$ cat src/rtl/sync_fifo_flags.sv
// Parametrised single-clock FIFO with occupancy count, programmable almost-full/almost-empty
// thresholds and standard or first-word-fall-through read. Define SYNC_FIFO_ERR_EN for sticky overflow/underflow status.
module sync_fifo_flags #(
  parameter int WIDTH    = 8,
  parameter int DEPTH    = 16,
  parameter int AF_LEVEL = DEPTH - 2,
  parameter int AE_LEVEL = 2,
  parameter int FWFT     = 0
) (
  input  logic                     clk,
  input  logic                     rst_n,
  input  logic                     wr_en,
  input  logic [WIDTH-1:0]         wr_data,
  input  logic                     rd_en,
`ifdef SYNC_FIFO_ERR_EN
  input  logic                     clr_err,
  output logic                     overflow,
  output logic                     underflow,
`endif
  output logic [WIDTH-1:0]         rd_data,
  output logic                     rd_valid,
  output logic                     full,
  output logic                     empty,
  output logic                     almost_full,
  output logic                     almost_empty,
  output logic [$clog2(DEPTH):0]   count
);

  localparam int AW = $clog2(DEPTH);
  localparam int PW = AW + 1;
  localparam logic [PW-1:0] DEPTH_C = PW'(DEPTH);
  localparam logic [PW-1:0] AF_C    = PW'(AF_LEVEL);
  localparam logic [PW-1:0] AE_C    = PW'(AE_LEVEL);

  logic [WIDTH-1:0] mem_r [DEPTH];
  logic [PW-1:0]    wr_ptr_r;
  logic [PW-1:0]    rd_ptr_r;
  logic [PW-1:0]    count_r;
  logic             full_s;
  logic             empty_s;
  logic             wr_acc_s;
  logic             rd_acc_s;

  // Status flags and accept decisions from the registered occupancy
  always_comb begin
    full_s   = (count_r == DEPTH_C);
    empty_s  = (count_r == {PW{1'b0}});
    wr_acc_s = wr_en && !full_s;
    rd_acc_s = rd_en && !empty_s;
  end

  assign full         = full_s;
  assign empty        = empty_s;
  assign almost_full  = (count_r >= AF_C);
  assign almost_empty = (count_r <= AE_C);
  assign count        = count_r;

  // Storage write; the array is deliberately left uninitialised by reset
  always_ff @(posedge clk) begin
    if (wr_acc_s) begin
      mem_r[wr_ptr_r[AW-1:0]] <= wr_data;
    end
  end

  // Pointer and occupancy update; pointers carry a wrap bit above the index
  always_ff @(posedge clk) begin
    if (!rst_n) begin
      wr_ptr_r <= {PW{1'b0}};
      rd_ptr_r <= {PW{1'b0}};
      count_r  <= {PW{1'b0}};
    end else begin
      if (wr_acc_s) begin
        wr_ptr_r <= wr_ptr_r + PW'(1);
      end
      if (rd_acc_s) begin
        rd_ptr_r <= rd_ptr_r + PW'(1);
      end
      case ({wr_acc_s, rd_acc_s})
        2'b10:   count_r <= count_r + PW'(1);
        2'b01:   count_r <= count_r - PW'(1);
        default: count_r <= count_r;
      endcase
    end
  end

  generate
    if (FWFT != 0) begin : g_fwft
      assign rd_data  = mem_r[rd_ptr_r[AW-1:0]];
      assign rd_valid = !empty_s;
    end else begin : g_std
      logic [WIDTH-1:0] rd_data_r;
      logic             rd_valid_r;

      // Registered read: data lands one cycle after the accepted request
      always_ff @(posedge clk) begin
        if (!rst_n) begin
          rd_data_r  <= {WIDTH{1'b0}};
          rd_valid_r <= 1'b0;
        end else begin
          rd_valid_r <= rd_acc_s;
          if (rd_acc_s) begin
            rd_data_r <= mem_r[rd_ptr_r[AW-1:0]];
          end
        end
      end

      assign rd_data  = rd_data_r;
      assign rd_valid = rd_valid_r;
    end
  endgenerate

`ifdef SYNC_FIFO_ERR_EN
  logic overflow_r;
  logic underflow_r;

  // Sticky error status; a new error outranks a simultaneous clear
  always_ff @(posedge clk) begin
    if (!rst_n) begin
      overflow_r  <= 1'b0;
      underflow_r <= 1'b0;
    end else begin
      if (wr_en && full_s) begin
        overflow_r <= 1'b1;
      end else if (clr_err) begin
        overflow_r <= 1'b0;
      end
      if (rd_en && empty_s) begin
        underflow_r <= 1'b1;
      end else if (clr_err) begin
        underflow_r <= 1'b0;
      end
    end
  end

  assign overflow  = overflow_r;
  assign underflow = underflow_r;
`endif

endmodule
$ cat config.mk
export PLATFORM = sky130hd
export DESIGN_NAME = sync_fifo_flags
export DESIGN_NICKNAME = d
export VERILOG_FILES = /design/src/rtl/sync_fifo_flags.sv
export SDC_FILE = /design/constraint.sdc
export NUM_CORES = 1
export LEC_CHECK = 0
export CORE_MARGIN = 5
export CORE_UTILIZATION = 50
export CTS_CLUSTER_DIAMETER = 30
export DETAILED_ROUTE_END_ITERATION = 8
export PLACE_DENSITY = 0.68
export SYNTH_ARGS = -nofsm -noshare
export SYNTH_HDL_FRONTEND = slang
export SYNTH_SLANG_ARGS = --single-unit
$ cat constraint.sdc
create_clock -name clk -period 3.2 [get_ports clk]
set_clock_uncertainty 0.05 [all_clocks]
set_input_delay 0.8 -clock clk [delete_from_list [all_inputs] [get_ports clk]]
set_output_delay 0.8 -clock clk [all_outputs]
set_load 0.1 [all_outputs]
==> results of run 1 <==
==> logic make-up after synthesis <==
logic type,share of synthesized area
DFF,0.7058
muxes,0.1121
and+or+nand+nor,0.05813
AOI/OAI and AO/OA,0.06926
buffers and inverters,0.02123
adders and majority gates,0.02185
xor gates and xnor gates,0.01154
==> power groups by stage <==
stage	sequential (W)	clock (W)	combinational, W
after detailed placement	0.00242	0	0.00173
final	0.00238	0.00200	0.00172
after global routing	0.00240	0.00212	0.00182
after floorplan	0.00293	0	0.000861
after CTS	0.00238	0.00203	0.00173
after global placement	0.00242	0	0.00171
==> layout by cell type (no fill, tap or decap), types with 5 or more instances in the layout <==
cell type          n
nor2_1            15
buf_4             36
nand2_1            8
nor3_1             5
ha_1               9
a21oi_1           10
xnor2_1            6
o22ai_1           32
o21ai_0           10
nor4_1             8
and2_1             7
clkinv_4           5
clkdlybuf4s50_1   11
clkbuf_16         17
dfxtp_1           18
edfxtp_1         128
nand2b_1           5
mux2i_1           68
==> worst paths after layout <==
kind,endpoint,slack (ns),depth (start not counted)
min reg2reg,wr_ptr_r[1]$_SDFFE_PN0P_,0.47,2
min,wr_ptr_r[1]$_SDFFE_PN0P_,0.47,2
max,count[4]$_SDFFE_PN0P_,0.39,9
max reg2reg,count[4]$_SDFFE_PN0P_,0.39,9
==> tightest hold or removal path, cell delays in order (launching register included) <==
cell and delay [ns]:
dfxtp_1 0.34, nand2_1 0.07, a21boi_1 0.06
==> state kept, by name, indices dropped and copies added, names as in the netlist <==
register,count
mem_r,128
rd_valid,1
rd_ptr_r,4
wr_ptr_r,4
count,5
rd_data,8
==> cell usage after synthesis, types with 2 or more instances <==
| library cell | number |
|---|---|
| dfxtp_1 | 22 |
| clkbuf_1 | 8 |
| nand3_1 | 3 |
| o21a_1 | 2 |
| buf_2 | 9 |
| nor4_1 | 8 |
| and2_1 | 7 |
| o22ai_1 | 32 |
| o21a_4 | 2 |
| mux2i_1 | 68 |
| xnor2_1 | 6 |
| xor2_1 | 2 |
| ha_1 | 9 |
| or3b_1 | 2 |
| a21oi_1 | 10 |
| nand2b_1 | 5 |
| nor2b_1 | 3 |
| nand2_1 | 8 |
| buf_6 | 3 |
| nor3_1 | 5 |
| a21o_1 | 2 |
| nand3b_1 | 3 |
| o21ai_0 | 10 |
| or3_1 | 2 |
| nor2_1 | 15 |
| inv_1 | 3 |
| o211ai_1 | 2 |
| edfxtp_1 | 128 |
==> metrics by stage <==
| step | power [W] | setup TNS (ns) |
|---|---|---|
| CTS | 0.006141 | 0 |
| detailed placement | 0.004150 | 0 |
| finish | 0.006102 | 0 |
| global placement | 0.004127 | 0 |
| floorplan | 0.003792 | -0.3016 |
| global route | 0.006337 | 0 |
==> final cells by class <==
type	count	share of cell area
multi-input cells	215	0.2322
repair buffers	48	0.05595
well taps	147	0.02570
clock inverters	15	0.02535
flip-flops and latches	150	0.5998
clock buffers	17	0.05945
inverters	3	0.001574
==> routing by layer <==
layer,part of all wire,up-vias
met5,0,-
met4,0.024,0
met3,0.061,24
met2,0.48,84
met1,0.43,1651
li1,-,1603
==> impl_metrics.toml, run 1 <==
[run_status]
status = "complete, no violations"

[route]
drc = 0
avgRoutedWirePerCell_um = 20.58
drt-pass1-iter-count = 4
vias = 3362
viasPerCell = 5.650
drt-initial-drc-count = 291
ant_nets = 0
drt-total-wl_um = 12250

[clocking]
numCtsBuffers = 17
tritoncts = "built"
h-tree-depth = 4
cts_setup_buffers = 0
clock_latency_ns = 0.42
hold_buffers = 0
ctsLongestPathBuffers = 2
clockRootBuffer = "clkbuf_16"
cts.reportedPaths.clkPinSlew_ns = 0.06
clkSinkCount = 150
cts-resized-gates = 0

[finish]
insertedDiodeCount = 0
fin_cells = 595
multiInputGateArea_um2 = 1662
layout-drive-gt1-share = 0.1763
synthToLayoutAreaGrowth_pct = 17.89
final_core_util = 0.5982
n_fill_cell = 899
finalNetCount = 457
regArea_um2 = 4292
finalInstanceArea_um2 = 7156

[power_and_ir_drop]
p_comb_frac = 0.282
vdd.ir_drop.worst_v = 0.0006987
p_leak_nw = 2.357
p_per_area_nw_per_um2 = 852.8
p_seq_frac = 0.390
p_switching_w = 0.002174
swShare = 0.3563
pwr-share-clk = 0.328
internal_power_w = 0.003928

[min_path]
worstHoldStart = "wr_ptr_r[1]$_SDFFE_PN0P_"
min_path_type = "reg2reg"

[synthesis]
syn_avg_cell_area_um2 = 15.56
yosys-top-cells-area = "edfxtp_1, mux2i_1, dfxtp_1, o22ai_1, ha_1"
ys_types = 39
syn_area_um2 = 6070
synth_cells = 390
synth_nets = 412
synth_top_cell_area_share = 0.6333
seq_area_frac_synth = 0.7058
yosysWarnings = 0
synth_edf_count = 128
synth_seq_cells = 150
synth_top_cell_by_area = "edfxtp_1"
async_flop_share = 0
synth-main-ff-cell = "edfxtp_1"

[place]
dp.cells = 563
dp_slack_ns = 0.04719
dp_hpwl_um = 7999
io_buffers = 29
place_area_um2 = 6549
place_congestion = 0.7714

[grt]
grt-ovfl-total = 0
grt_pass1_wl_um = 19130
grt_pass1_vias = 3366
grt.total_usage = 0.1822
use_met3 = 0.04724
grtUsageMet2 = 0.2873
antenna_found_initial = 0
grt_max_degree = 47
use_met1 = 0.2346
grt_busiest_layer = "met2"

[die]
die_h_um = 120.2
dieArea_um2 = 14440
die_w_um = 120.2
row_count = 40
coreArea_um2 = 11960
start_util = 0.5074
ios = 30

[setup_path]
path_buf_inv = 1
worstPathMaxFanout = 7
startpoint_type = "flop"
r2r_start = "count[3]$_SDFFE_PN0P_"
crit_arrival_ns = 3.10
crit_family = "compound AO/OA/AOI/OAI gates"
crit_chain = "or3_1, o21a_4, inv_1, ha_1, ha_1, a21o_1, a21oi_1, mux2i_1, mux2i_1"
cp.required_ns = 3.50
slowest_stage = "or3_1"
max_stage_delay_ns = 0.53
startpoint = "count[3]$_SDFFE_PN0P_"
end_kind = "flop"
worstSetupPathType = "reg2reg"

[flow_run]
maxCapViolCount = 0

[sta]
min_period_ns = 2.808
hold_viol = 0
timing.final.ws_setup_ns = 0.3925
max_slew_margin = 0.4177
setup_viol = 0
rsz0062_at_grt = "no"
slew_viol_final = 0
hold_ws_ns = 0.4689
finalCritPeriodShare = 0.8774
fmax_ghz = 0.3562
tightest_slew_ns = 0.8707
Note: power is estimated with default switching activity, not from simulation.
==> run 2: changes to the inputs <==
Settings changed: CELL_PAD_IN_SITES_DETAIL_PLACEMENT set to 0, CELL_PAD_IN_SITES_GLOBAL_PLACEMENT set to 1, PLACE_DENSITY 0.68 to unset, PLACE_DENSITY_LB_ADDON set to 0.1.
==> impl_metrics.toml, run 2 (synthesis results as in run 1) <==
[run_status]
status = "complete, no violations"

[min_path]
min_path_type = "reg2reg"

[sta]
fmax_ghz = 0.3545
finalCritPeriodShare = 0.8815
max_slew_margin = 0.4340
tightest_slew_ns = 0.8464
min_period_ns = 2.821
hold_viol = 0
timing.final.ws_setup_ns = 0.3792
rsz0062_at_grt = "no"
slew_viol_final = 0
setup_viol = 0

[power_and_ir_drop]
swShare = 0.3563
p_switching_w = 0.002170
total_power_w = 0.006091
p_comb_frac = 0.288
pwr-share-clk = 0.321
internal_power_w = 0.003921
p_seq_frac = 0.391
p_leak_nw = 2.369
p_per_area_nw_per_um2 = 850.3
vdd.ir_drop.worst_v = 0.0006151

[grt]
grt-ovfl-total = 0
grt.total_usage = 0.1865
grt_max_degree = 26
grt_pass1_vias = 3409
antenna_found_initial = 0
grt_pass1_wl_um = 19620

[route]
viasPerCell = 5.612
drc = 0
avgRoutedWirePerCell_um = 21.12
met3_length_um = 661
wl_met2_um = 6225
drt-pass1-iter-count = 5
vias = 3367
met1Wirelength_um = 5649
highest-signal-layer = "met4"
drt-total-wl_um = 12670
ant_nets = 0
drt-initial-drc-count = 254

[die]
row_count = 40
dieArea_um2 = 14440
die_w_um = 120.2
ios = 30
die_h_um = 120.2
coreArea_um2 = 11960
start_util = 0.5074

[finish]
final_common_cell = "edfxtp_1"
insertedDiodeCount = 0
regArea_um2 = 4292
n_fill_cell = 900
layout-drive-gt1-share = 0.1810
mostFrequentLayoutCells = "edfxtp_1, mux2i_1, buf_4, o22ai_1, dfxtp_1"
synthToLayoutAreaGrowth_pct = 18.02
largest_register_ffs = 128
multiInputGateArea_um2 = 1662
finalNetCount = 462

[place]
dp_slack_ns = 0.04554
dp_hpwl_um = 8378
place_congestion = 0.7977
io_buffers = 29

[setup_path]
crit_chain = "or3_1, o21a_4, inv_1, ha_1, ha_1, a21o_1, a21oi_1, mux2i_1, mux2i_1"
slowest_stage = "or3_1"
cp.required_ns = 3.49
worstSetupPathType = "reg2reg"
crit_arrival_ns = 3.11
end_kind = "flop"
startpoint_type = "flop"
crit_family = "adder cells"
worstPathMaxFanout = 7
path_buf_inv = 1
max_stage_delay_ns = 0.53

[clocking]
clockRootBuffer = "clkbuf_16"
cts-resized-gates = 0
hold_buffers = 0
cts.reportedPaths.clkPinSlew_ns = 0.06
clock_latency_ns = 0.42
tritoncts = "built"
clkSinkCount = 150
cts_setup_buffers = 0
h-tree-depth = 4
ctsLongestPathBuffers = 2
numCtsBuffers = 17

[flow_run]
maxCapViolCount = 0
==> run 2: cell count changes in the layout (fill, tap and decap cells not counted) <==
cell        previous run  this run
buf_4                 36        42
clkinv_4               5         2
buf_12                 1         0
clkbuf_1               0         1
clkinv_1               1         2
clkinv_2               2         3
clkinvlp_4             3         4
inv_8                  1         0
==> run 2: worst paths after layout <==
check / end / slack (ns) / startpoint / cells after the start
worst max-delay path: count[4]$_SDFFE_PN0P_ / 0.38 / count[3]$_SDFFE_PN0P_ / 9
worst min register to register: wr_ptr_r[1]$_SDFFE_PN0P_ / 0.46 / wr_ptr_r[1]$_SDFFE_PN0P_ / 2
worst min-delay path: wr_ptr_r[1]$_SDFFE_PN0P_ / 0.46 / wr_ptr_r[1]$_SDFFE_PN0P_ / 2
worst max register to register: count[4]$_SDFFE_PN0P_ / 0.38 / count[3]$_SDFFE_PN0P_ / 9
==> run 2: worst min-delay path, delay by kind of cell, from the launching register on <==
family / cells / cell delay [ns]
flip-flops: 1 / 0.34
AND/OR/NAND/NOR: 1 / 0.07
AO/OA/AOI/OAI: 1 / 0.05
==> run 2: power by group through the flow <==
stage	Sequential (W)	Clock, W	Combinational (W)
4_1_cts	0.00238	0.00199	0.00176
3_5_place_dp	0.00242	0	0.00176
3_3_place_gp	0.00242	0	0.00174
5_1_grt	0.00240	0.00208	0.00184
2_1_floorplan	0.00293	0	0.000861
6_report	0.00238	0.00196	0.00175
==> run 2: metal layers <==
metal | global-route usage | vias to the layer above
li1 | - | 1615
met3 | 0.04303 | 11
met2 | 0.2975 | 73
met5 | 0 | -
met4 | 0.06872 | 0
met1 | 0.2514 | 1668
==> run 2: through the flow <==
stage / hold WS, ns / instances / instance area [um^2] / utilization / TNS, ns
CTS: 0.4635 / 600 / 7163 / 0.5988 / 0
global placement: 0.4600 / 568 / 6574 / 0.5496 / 0
floorplan: 0.4304 / 390 / 6078 / - / -0.3016
detailed placement: 0.4560 / 568 / 6574 / 0.5496 / 0
finish: 0.4611 / 600 / 7163 / 0.5988 / 0
global route: 0.4839 / 600 / 7163 / 0.5988 / 0
==> run 2: area by class of cell <==
class                      instances  area share
tap                              147     0.02568
clock inverter                    14     0.02236
timing repair buffer              53     0.05939
clock buffer                      18     0.05991
multi-input combinational        215      0.2320
inverter                           3    0.001572
sequential                       150      0.5991
==> run 3: changes to the inputs <==
Settings changed: GPL_ROUTABILITY_DRIVEN set to 1.
==> results of run 3 <==
No change in the layout: final DEF, timing and power equal those of run 2.
